`src/rtl/d7s_scan_decoder.sv`:
```
// d7s_scan_decoder: captures a 3-digit multiplexed 7-segment scan into BCD frames.
// Define D7S_SCAN_HEX_EN to also decode the A-F segment patterns as hex digits.
module d7s_scan_decoder #(
  parameter int unsigned STABLE_CYC  = 4,
  parameter int unsigned TIMEOUT_CYC = 65535
) (
  input  logic        clk,
  input  logic        rst,
  input  logic [2:0]  transistor_in,
  input  logic [6:0]  seg_in,
  output logic [11:0] digit_bcd,
  output logic [2:0]  digit_err,
  output logic        frame_valid,
  input  logic        frame_ready,
  output logic        overrun,
  output logic        timeout
);

  localparam logic [7:0]  CAP_CNT  = 8'(STABLE_CYC - 2);
  localparam logic [7:0]  SAT_CNT  = 8'(STABLE_CYC - 1);
  localparam logic [19:0] IDLE_MAX = 20'(TIMEOUT_CYC - 1);

  logic [2:0]  t_s1, t_s2, t_prev;
  logic [6:0]  s_s1, s_s2, s_prev;
  logic [7:0]  stab_cnt;
  logic [19:0] idle_cnt;
  logic [11:0] slot_bcd;
  logic [2:0]  slot_err;
  logic [2:0]  cap_flag;
  logic        one_hot;
  logic        same;
  logic        cap;
  logic        full;
  logic        hit;
  logic [3:0]  dec_val;
  logic        dec_err;

  assign one_hot = (t_s2 == 3'b001) ||
                   (t_s2 == 3'b010) ||
                   (t_s2 == 3'b100);
  assign same = ({t_s2, s_s2} == {t_prev, s_prev});
  assign cap  = one_hot && same && (stab_cnt == CAP_CNT);
  assign full = &cap_flag;
  assign hit  = (|cap_flag) && !full &&
                (idle_cnt == IDLE_MAX);

  // Two-flop synchronizers plus the previous synchronized sample.
  always_ff @(posedge clk) begin
    if (rst) begin
      t_s1   <= '0;
      t_s2   <= '0;
      t_prev <= '0;
      s_s1   <= '0;
      s_s2   <= '0;
      s_prev <= '0;
    end else begin
      t_s1   <= transistor_in;
      t_s2   <= t_s1;
      t_prev <= t_s2;
      s_s1   <= seg_in;
      s_s2   <= s_s1;
      s_prev <= s_s2;
    end
  end

  // Stability counter, saturates once a digit is captured.
  always_ff @(posedge clk) begin
    if (rst) begin
      stab_cnt <= '0;
    end else if (!(one_hot && same)) begin
      stab_cnt <= '0;
    end else if (stab_cnt != SAT_CNT) begin
      stab_cnt <= stab_cnt + 8'd1;
    end
  end

  // Segment pattern to digit lookup.
  always_comb begin
    dec_val = 4'hF;
    dec_err = 1'b0;
    unique case (s_s2)
      7'h3F: dec_val = 4'h0;
      7'h06: dec_val = 4'h1;
      7'h5B: dec_val = 4'h2;
      7'h4F: dec_val = 4'h3;
      7'h66: dec_val = 4'h4;
      7'h6D: dec_val = 4'h5;
      7'h7D: dec_val = 4'h6;
      7'h07: dec_val = 4'h7;
      7'h7F: dec_val = 4'h8;
      7'h6F: dec_val = 4'h9;
`ifdef D7S_SCAN_HEX_EN
      7'h77: dec_val = 4'hA;
      7'h7C: dec_val = 4'hB;
      7'h39: dec_val = 4'hC;
      7'h5E: dec_val = 4'hD;
      7'h79: dec_val = 4'hE;
      7'h71: dec_val = 4'hF;
`endif
      default: dec_err = 1'b1;
    endcase
  end

  // Slot capture, captured flags, idle timer and timeout pulse.
  always_ff @(posedge clk) begin
    if (rst) begin
      slot_bcd <= '0;
      slot_err <= '0;
      cap_flag <= '0;
      idle_cnt <= '0;
      timeout  <= 1'b0;
    end else begin
      timeout <= hit;
      if (full || hit) begin
        cap_flag <= cap ? t_s2 : 3'b000;
      end else if (cap) begin
        cap_flag <= cap_flag | t_s2;
      end
      if (cap || hit || (cap_flag == 3'b000)) begin
        idle_cnt <= '0;
      end else begin
        idle_cnt <= idle_cnt + 20'd1;
      end
      for (int i = 0; i < 3; i++) begin
        if (cap && t_s2[i]) begin
          slot_bcd[4*i +: 4] <= dec_val;
          slot_err[i]        <= dec_err;
        end
      end
    end
  end

  // Frame output register with valid/ready and sticky overrun.
  always_ff @(posedge clk) begin
    if (rst) begin
      digit_bcd   <= '0;
      digit_err   <= '0;
      frame_valid <= 1'b0;
      overrun     <= 1'b0;
    end else if (full) begin
      digit_bcd   <= slot_bcd;
      digit_err   <= slot_err;
      frame_valid <= 1'b1;
      if (frame_valid && !frame_ready) begin
        overrun <= 1'b1;
      end
    end else if (frame_valid && frame_ready) begin
      frame_valid <= 1'b0;
    end
  end

endmodule

```
`config.mk`:
```
export PLATFORM = sky130hd
export DESIGN_NAME = d7s_scan_decoder
export DESIGN_NICKNAME = d
export VERILOG_FILES = /design/src/rtl/d7s_scan_decoder.sv
export SDC_FILE = /design/constraint.sdc
export NUM_CORES = 1
export LEC_CHECK = 0
export CAP_MARGIN = 20
export CORE_AREA = 3 3 102 104
export DETAILED_ROUTE_END_ITERATION = 16
export DIE_AREA = 0 0 105 107
export MAX_ROUTING_LAYER = met4
export REMOVE_ABC_BUFFERS = 1
export SLEW_MARGIN = 20
export SYNTH_ARGS = -nofsm -noshare
export SYNTH_HDL_FRONTEND = slang
export SYNTH_SLANG_ARGS = --single-unit
```
`constraint.sdc`:
```
create_clock -name clk -period 2.2 [get_ports clk]
set_clock_uncertainty 0.2 [all_clocks]
set_input_delay 0.44 -clock clk [delete_from_list [all_inputs] [get_ports clk]]
set_output_delay 0.44 -clock clk [all_outputs]
set_load 0.01 [all_outputs]
```
==> run summary, run 1 <==
status -> finished, final reports clean
CP startpoint -> s_s2[3]
RD Place Congestion -> 0.765
Seq/Total Area, Yosys -> 49.7%
routed len/inst -> 11.4 um
CP endpoint kind -> register
Yosys top cell by area -> dfxtp_1
initial antenna violation count -> 0
CTS Buffer Depth -> 2
Layout area overhead -> 18.9%
CP Data Required Time -> 2230 ps
Syn Area/Cell -> 9.37 um2
R2R depth -> 5
leading cell types in the layout, fill and taps excluded -> dfxtp_1 (92), nand2_1 (45), nor2_1 (43), a21oi_1 (35), nor2b_1 (31)
Detailed Routing Iterations Pass 1 -> 4
DR vias -> 2,820
final hold viol count -> 0
CTS tree -> yes
r2r startpoint -> s_s2[3]
Reg-to-Reg End -> slot_bcd[3]
Max stage delay on crit path -> 580 ps
crit-path cells -> or4b_4 -> o32ai_4 -> nor2_1 -> a21oi_1 -> a311oi_1
max_slew headroom -> 54.5%
pwr dens -> 662 nW/um2
share of layout cells above drive strength 1 -> 12.4%
Worst Path Max Fanout -> 10
startpoint types -> register
Starting Density -> 39.3%
CTS root buf -> clkbuf_8
Remaining Overflow, GRT -> 0
Levels on crit path -> 5
Yosys top cell area share -> 49.7%
Cell Area, Synth -> 3790 um2
Worst VDD drop -> 0.000426 V
IO Port Bufs -> 30
leading post-synthesis cells by cell area -> dfxtp_1 (50%), xor2_1 (5.8%), nor2b_1 (5.1%)
final WL -> 6.66 mm
Pwr Total -> 2.98 mW
crit path to -> slot_bcd[3]
Worst-path clk slew -> 90 ps
post-DR vias/cell -> 4.82
Cells after Synth -> 404
post-route ant nets -> 0
# Post-CTS Setup Buffers -> 0
Max Slew Vio Count -> 0
# rows -> 36
DRC -> 0
number of DRC markers in iteration 0 -> 94
RSZ-0062 raised after global routing -> false
worst slew pin tran -> 682 ps
final hold slack -> 191 ps
Sink Count -> 94
Reg area -> 1880 um2
Num CTS Buffers -> 9
Final #Nets -> 464
Max Cap Viol -> 0
Crit Path Class -> register to register
clock period minus worst slack -> 2050 ps
slowest library cell on the worst path -> or4b_4
hold_buf cts -> 0
worst path arrival time -> 2070 ps
HPWL reported at the end of detailed placement -> 4.74 mm
Lkg Pwr -> 1.56 nW
Hold WC Path Type -> input port to register
fmax -> 489 MHz
area of the multi-input gates -> 1760 um2
Worst R2R Setup Slack -> 150 ps
Die Wd -> 105 um
clk_lat worst skew -> 360 ps
Finished Core Util -> 46.7%
global-route wire length before repair -> 11.8 mm
setup violators final -> 0
Seq cells post-synth -> 94
die extent in y -> 107 um
largest net degree at the start of global routing -> 58
GRT Overall Usage -> 13.1%
Tcrit/Tclk final -> 93.0%
CTS H-tree depth -> 3
most common cell after layout, fill and taps aside -> dfxtp_1
number of global-route vias before repair -> 2,723
CP delay by family, top -> simple AND/OR/NAND/NOR gates
fill count -> 969
diode count -> 0
Cell variety after synth -> 43
post_cts resized -> 0
I/O pin total -> 31
Core Area -> 9640 um2
Yosys Warn Count -> 0
Worst Path Buf+Inv -> 0
die area -> 11,200 um2
[cells by family (layout without fill, tap and decap cells)]
family,after synthesis,count (layout),share of synthesized area (%)
buf+inv,27,75,3.90
xor+xnor,32,32,7.40
simple gates,185,185,25.5
fa+ha+maj,4,4,1.32
compound gates,62,62,12.2
flops,94,94,49.7
[Yosys cell counts (all sizes together)]
cell,count
a21oi,38
nand3b,2
o2111a,1
a211oi,3
a311oi,9
nand2b,4
a31oi,2
and3,7
and4,4
a2111oi,1
clkbuf,9
nand4,10
o2111ai,5
o32ai,1
nand3,23
nor3,4
nor2,43
or3b,1
o22ai,1
ha,4
xor2,25
buf,14
nand2,45
dfxtp,94
nand4bb,2
inv,4
nor2b,31
or4b,1
xnor2,7
or4,2
o21ai,1
nor4,6
[per-layer routing]
layer | wire (um) | GRT usage, % | vias to the layer above
met5 | 0 | - | -
met2 | 3010 | 20.9 | 33
met3 | 212 | 3.91 | 11
met1 | 3320 | 16.0 | 1294
met4 | 116 | 4.03 | 0
li1 | - | - | 1482
[per-stage QoR]
step	TNS, ps	std cells	setup WS (ps)	cell area [um2]
after floorplan	-1370	381	-69.2	3650
after global placement	0	569	88.9	4300
after detailed placement	0	569	58.1	4300
after CTS	0	585	43.8	4500
after global routing	0	585	8.28	4500
final	0	585	154	4500
[flip-flops by register name, indices dropped and copies added (netlist names)]
register / flops
frame_valid: 1
slot_err: 3
t_prev: 3
s_prev: 7
s_s2: 7
s_s1: 7
idle_cnt: 20
t_s1: 3
timeout: 1
digit_err: 3
t_s2: 3
overrun: 1
cap_flag: 3
digit_bcd: 12
stab_cnt: 8
slot_bcd: 12
[where the power goes]
part           internal, mW  switching [mW]
clock network         0.533           0.595
logic                0.0577          0.0557
registers              1.72          0.0152
[area by class of cell]
class                           instances  area share [%]
Inverter                                4           0.334
Tap cell                              133            3.70
Sequential cell                        94            41.9
Multi-Input combinational cell        283            39.0
Timing Repair Buffer                   55            10.7
Clock inverter                          6            1.53
Clock buffer                           10            2.83
[worst min-delay path by stage]
stage,from,endpoint,depth (start not counted)
after floorplan,s_s1[0],s_s2[0],1
after global placement,t_s1[2],t_s2[2],1
after detailed placement,s_s1[6],s_s2[6],1
after CTS,rst,cap_flag[1],2
after global routing,rst,slot_bcd[1],2
final,rst,slot_err[0],2
(Power assumes the default switching activity.)
==> run 2, diff against run 1 <==
--- a/config.mk
+++ b/config.mk
@@ -6,9 +6,9 @@
 export NUM_CORES = 1
 export LEC_CHECK = 0
 export CAP_MARGIN = 20
-export CORE_AREA = 3 3 102 104
+export CORE_AREA = 3 3 96 98
 export DETAILED_ROUTE_END_ITERATION = 16
-export DIE_AREA = 0 0 105 107
+export DIE_AREA = 0 0 99 101
 export MAX_ROUTING_LAYER = met4
 export REMOVE_ABC_BUFFERS = 1
 export SLEW_MARGIN = 20
==> run 2 against run 1 <==
Compared with the run above:
- via count increased by 0.25%
- critical path type unchanged
- cell count decreased by 4.6%
- total power increased by 1.6%
- clock power increased by 4%
- count of clock-buffer cells in the layout increased by 2
- sequential power about the same
- largest power group unchanged
- global-route usage increased by 2.1 points
- wire length increased by 3.2%
- highest routed layer unchanged
==> run summary, run 2 (synthesized netlist as in run 1, its figures left out) <==
CTS Buffer Depth -> 2 (unchanged)
number of global-route vias before repair -> 2,621 (-3.7%)
I/O pin total -> 31 (unchanged)
most common cell after layout, fill and taps aside -> dfxtp_1
final hold viol count -> 0 (unchanged)
CTS root buf -> clkbuf_8
RSZ-0062 raised after global routing -> false
routed len/inst -> 12.3 um (+8.2%)
startpoint types -> register
clk_lat worst skew -> 360 ps (about the same)
Max Slew Vio Count -> 0 (unchanged)
CP endpoint kind -> register
Worst Path Max Fanout -> 24 (+14)
die extent in y -> 101 um (-5.6%)
share of layout cells above drive strength 1 -> 12.0% (-0.39 points)
Tcrit/Tclk final -> 94.5% (+1.5 points)
DRC -> 0 (unchanged)
Hold WC Path Type -> register to register
leading cell types in the layout, fill and taps excluded -> dfxtp_1 (92), nand2_1 (45), nor2_1 (43), a21oi_1 (35), nor2b_1 (31)
Post-Place Cells -> 542 (-4.7%)
largest net degree at the start of global routing -> 52 (-10%)
pwr dens -> 676 nW/um2 (+2.1%)
DR vias -> 2,827 (+0.25%)
max_slew headroom -> 65.9% (+11 points)
Remaining Overflow, GRT -> 0 (unchanged)
initial antenna violation count -> 0 (unchanged)
RD Place Congestion -> 0.839 (+9.6%)
hold_buf cts -> 0 (unchanged)
post-DR vias/cell -> 5.07 (+5.1%)
Core Area -> 8550 um2 (-11%)
Final #Nets -> 462 (-0.43%)
final-layout setup total negative slack -> 0 ps (unchanged)
post-route ant nets -> 0 (unchanged)
CP Data Required Time -> 2260 ps (+30 ps)
Sink Count -> 94 (unchanged)
Largest regs -> idle_cnt x20, digit_bcd x12, slot_bcd x12
Num CTS Buffers -> 9 (unchanged)
final non-filler cell total -> 558 (-4.6%)
placed cell areas -> 4270 um2 (-0.79%)
Die Wd -> 99 um (-5.7%)
status -> finished, final reports clean
worst path arrival time -> 2140 ps (+70 ps)
Starting Density -> 44.3% (+5.0 points)
Layout area overhead -> 18.4%
Detailed Routing Iterations Pass 1 -> 4 (unchanged)
most flop-heavy register -> idle_cnt
# rows -> 34 (-5.6%)
CTS tree -> yes
final WL -> 6.87 mm (+3.2%)
final worst slack -> 120 ps (-33.6 ps)
fmax -> 481 MHz (-1.6%)
number of DRC markers in iteration 0 -> 84 (-11%)
Finished Core Util -> 52.4% (+5.7 points)
# Post-CTS Setup Buffers -> 0 (unchanged)
GRT Overall Usage -> 15.1% (+2.1 points)
clock period minus worst slack -> 2080 ps (+33.6 ps)
Max Cap Viol -> 0 (unchanged)
HPWL reported at the end of detailed placement -> 4.84 mm (+2.1%)
Worst-path clk slew -> 80 ps (about the same)
final instance area -> 4480 um2 (-0.44%)
diode count -> 0 (unchanged)
setup violators final -> 0 (unchanged)
Placement Setup Slack -> 99.0 ps (+40.9 ps)
Crit Path Class -> register to register
CTS H-tree depth -> 3 (unchanged)
IO Port Bufs -> 30 (unchanged)
Lkg Pwr -> 1.55 nW (-0.23%)
max reg flops -> 20 (unchanged)
die area -> 10000 um2 (-11%)
worst slew pin tran -> 511 ps (-171 ps)
global-route wire length before repair -> 12.0 mm (+0.87%)
Worst VDD drop -> 0.000326 V (-24%)
run 2: changes by cell type in the layout (fill, tap and decap cells not counted):
cell / delta
clkinv_4: +1
inv_6: -2
buf_4: -3
buf_12: +1
clkinv_2: -1
clkbuf_8: +2
run 2: layout make-up:
type                    count  area [um2]
multi-input cells         283        1760
repair buffers             53         480
fillers                   792        4070
inverters                   4        15.0
clock buffers              12         155
flip-flops and latches     94        1880
clock inverters             4        55.1
well taps                 108         135
run 2: power breakdown:
group | internal [mW] | leakage [nW] | total, mW | switching [mW]
clock network | 0.592 | 0.103 | 1.18 | 0.587
registers | 1.72 | 0.763 | 1.74 | 0.0152
logic | 0.0552 | 0.688 | 0.111 | 0.0556
run 2: timing repair:
| item | 4_1_cts | 5_1_grt |
|---|---|---|
| endpoints found under the setup margin | 0 | 10 |
| resized for setup | 0 | 2 |
| endpoints found under the hold margin | 0 | 0 |
run 2: final timing paths:
kind / start / end / slack (ps) / cells past startpoint
setup / recovery: s_s2[6] / slot_bcd[8] / 120 / 6
hold / removal: s_s1[0] / s_s2[0] / 240 / 1
setup reg to reg: s_s2[6] / slot_bcd[8] / 120 / 6
hold reg to reg: s_s1[0] / s_s2[0] / 240 / 1
run 2: critical path, cell delays in order (launching register included):
cell	delay [ps]
dfxtp_1	500
xor2_1	150
nor4_4	360
o2111a_4	290
buf_12	160
a21oi_1	70
a311oi_1	250
run 2: through the flow:
step	total power [mW]	hold WS, ps
floorplan	1.83	214
global placement	1.89	221
detailed placement	1.89	224
CTS	3.07	244
global route	3.16	261
finish	3.03	239
run 2: layer usage:
metal  part of all wire [%]  GRT usage (%)  up-vias  wire length (um)
li1                       -              -     1472                 -
met1                     50           19.7     1313              3450
met2                     45           22.8       31              3100
met3                    2.8           3.11       11               193
met4                    1.8           6.62        0               127
met5                      0              -        -                 0
==> run 3, diff against run 2 <==
--- a/config.mk
+++ b/config.mk
@@ -6,10 +6,14 @@
 export NUM_CORES = 1
 export LEC_CHECK = 0
 export CAP_MARGIN = 20
-export CORE_AREA = 3 3 96 98
+export CELL_PAD_IN_SITES_DETAIL_PLACEMENT = 0
+export CELL_PAD_IN_SITES_GLOBAL_PLACEMENT = 2
+export CORE_AREA = 3 3 107 109
+export CTS_CLUSTER_SIZE = 16
 export DETAILED_ROUTE_END_ITERATION = 16
-export DIE_AREA = 0 0 99 101
+export DIE_AREA = 0 0 110 112
 export MAX_ROUTING_LAYER = met4
+export PLACE_DENSITY_LB_ADDON = 0.1
 export REMOVE_ABC_BUFFERS = 1
 export SLEW_MARGIN = 20
 export SYNTH_ARGS = -nofsm -noshare
==> run 3 against run 2 <==
Compared with the run above:
- global-route usage fell by 1.5 points
- worst setup slack improved by 31 ps
- first-iteration DRC count rose by 51%
- sequential cell count did not move
- non-clock buffer count rose by 5
- combinational power rose by 6%
- largest power group unchanged
==> run summary, run 3 (synthesized netlist as in run 1, its figures left out) <==
post-route ant nets -> 0 (unchanged)
Sink Count -> 94 (unchanged)
Lkg Pwr -> 1.59 nW (+2.2%)
largest net degree at the start of global routing -> 41 (-21%)
slowest library cell on the worst path -> or4_1
Num CTS Buffers -> 9 (unchanged)
Max stage delay on crit path -> 460 ps (-40 ps)
most common cell after layout, fill and taps aside -> dfxtp_1
# rows -> 38 (+12%)
setup violators final -> 0 (unchanged)
I/O pin total -> 31 (unchanged)
max_slew headroom -> 69.0% (+3.0 points)
final-layout setup total negative slack -> 0 ps (unchanged)
IO Port Bufs -> 30 (unchanged)
crit-path cells -> inv_1 -> ha_1 -> nand2b_1 -> nor4_1 -> and3_1 -> or4_1 -> buf_4 -> nor2_1
fmax -> 488 MHz (+1.5%)
number of DRC markers in iteration 0 -> 127 (+51%)
routed len/inst -> 12.6 um (+2.7%)
Worst VDD drop -> 0.000387 V (+19%)
startpoint types -> register
CTS root buf -> clkbuf_8
CTS Buffer Depth -> 2 (unchanged)
die area -> 12,300 um2 (+23%)
Final #Nets -> 467 (+1.1%)
RD Place Congestion -> 0.748 (-11%)
final worst slack -> 152 ps (+31.3 ps)
Worst-path clk slew -> 80 ps (about the same)
DR vias -> 2,835 (+0.28%)
Core Area -> 10,700 um2 (+25%)
most flop-heavy register -> idle_cnt
final WL -> 7.52 mm (+9.5%)
# Post-CTS Setup Buffers -> 0 (unchanged)
clock period minus worst slack -> 2050 ps (-31.3 ps)
GRT Overall Usage -> 13.7% (-1.5 points)
Remaining Overflow, GRT -> 0 (unchanged)
worst path arrival time -> 2150 ps (about the same)
worst slew pin tran -> 465 ps (-46.2 ps)
CP Data Required Time -> 2300 ps (+40 ps)
status -> finished, final reports clean
post-DR vias/cell -> 4.76 (-6.0%)
Max Slew Vio Count -> 0 (unchanged)
Crit Path Class -> register to register
initial antenna violation count -> 0 (unchanged)
die extent in y -> 112 um (+11%)
share of layout cells above drive strength 1 -> 13.4% (+1.4 points)
Max Cap Viol -> 0 (unchanged)
Placement Setup Slack -> 40.6 ps (-58.4 ps)
leading cell types in the layout, fill and taps excluded -> dfxtp_1 (91), nand2_1 (45), nor2_1 (43), a21oi_1 (34), nor2b_1 (31)
Die Wd -> 110 um (+11%)
final hold viol count -> 0 (unchanged)
Starting Density -> 35.4% (-8.9 points)
global-route wire length before repair -> 12.9 mm (+7.6%)
Worst Path Max Fanout -> 20 (-17%)
Hold WC Path Type -> register to register
number of global-route vias before repair -> 2,663 (+1.6%)
pwr dens -> 686 nW/um2 (+1.5%)
RSZ-0062 raised after global routing -> false
diode count -> 0 (unchanged)
HPWL reported at the end of detailed placement -> 5.29 mm (+9.3%)
DRC -> 0 (unchanged)
CTS tree -> yes
Largest regs -> idle_cnt x20, digit_bcd x12, slot_bcd x12
clk_lat worst skew -> 370 ps (about the same)
max reg flops -> 20 (unchanged)
CP endpoint kind -> register
CTS H-tree depth -> 3 (unchanged)
Layout area overhead -> 20.9%
Tcrit/Tclk final -> 93.1% (-1.4 points)
Detailed Routing Iterations Pass 1 -> 4 (unchanged)
Finished Core Util -> 42.8% (-9.6 points)
==> run 3: cell count changes in the layout (fill, tap and decap cells not counted), sizes merged <==
cell    delta
inv        +1
clkinv     -1
buf        +5
clkbuf     -1
bufinv     +1
==> run 3: worst paths after layout <==
check | from | endpoint | slack (ps) | depth (start not counted)
setup / recovery | idle_cnt[0] | idle_cnt[2] | 150 | 8
setup reg to reg | idle_cnt[0] | idle_cnt[2] | 150 | 8
hold reg to reg | s_s1[0] | s_s2[0] | 240 | 1
hold / removal | s_s1[0] | s_s2[0] | 240 | 1
==> run 3: per-stage QoR <==
step / hold WS, ps / instances / area [um2] / total power [mW]
floorplan: 214 / 381 / 3650 / 1.83
global placement: 217 / 579 / 4350 / 1.90
detailed placement: 220 / 579 / 4350 / 1.90
CTS: 243 / 595 / 4570 / 3.19
global route: 254 / 595 / 4580 / 3.27
finish: 239 / 595 / 4580 / 3.14
==> run 3: repair_timing <==
item | in CTS | in global routing
resized for setup | 0 | 4
endpoints found under the setup margin | 0 | 29
hold buffers | 0 | 0
==> run 3: metal layers <==
| layer | up-vias | GRT usage [%] | routed length, um |
|---|---|---|---|
| li1 | 1483 | - | - |
| met4 | 0 | 6.98 | 170 |
| met5 | - | - | 0 |
| met2 | 47 | 18.6 | 3080 |
| met1 | 1291 | 19.0 | 3940 |
| met3 | 14 | 2.84 | 330 |
==> run 3: critical path: cells and delay by family (launching register included) <==
family	cells	cell delay (ps)
buffers and inverters	2	290
adder cells (fa/ha/maj)	1	210
AND/OR/NAND/NOR	5	880
flip-flops	1	410
==> run 3: final cells by class <==
type / instances / area (um2)
clock buffer: 11 / 141
clock inverter: 5 / 81.3
fill: 1082 / 6120
inverter: 4 / 15.0
multi-input combinational: 283 / 1760
sequential: 94 / 1890
tap: 140 / 175
timing repair buffer: 58 / 518
==> run 3: power by group <==
part / switching (mW) / internal (mW)
registers: 0.0147 / 1.72
logic: 0.0570 / 0.0606
clock network: 0.609 / 0.674
total: 0.681 / 2.46
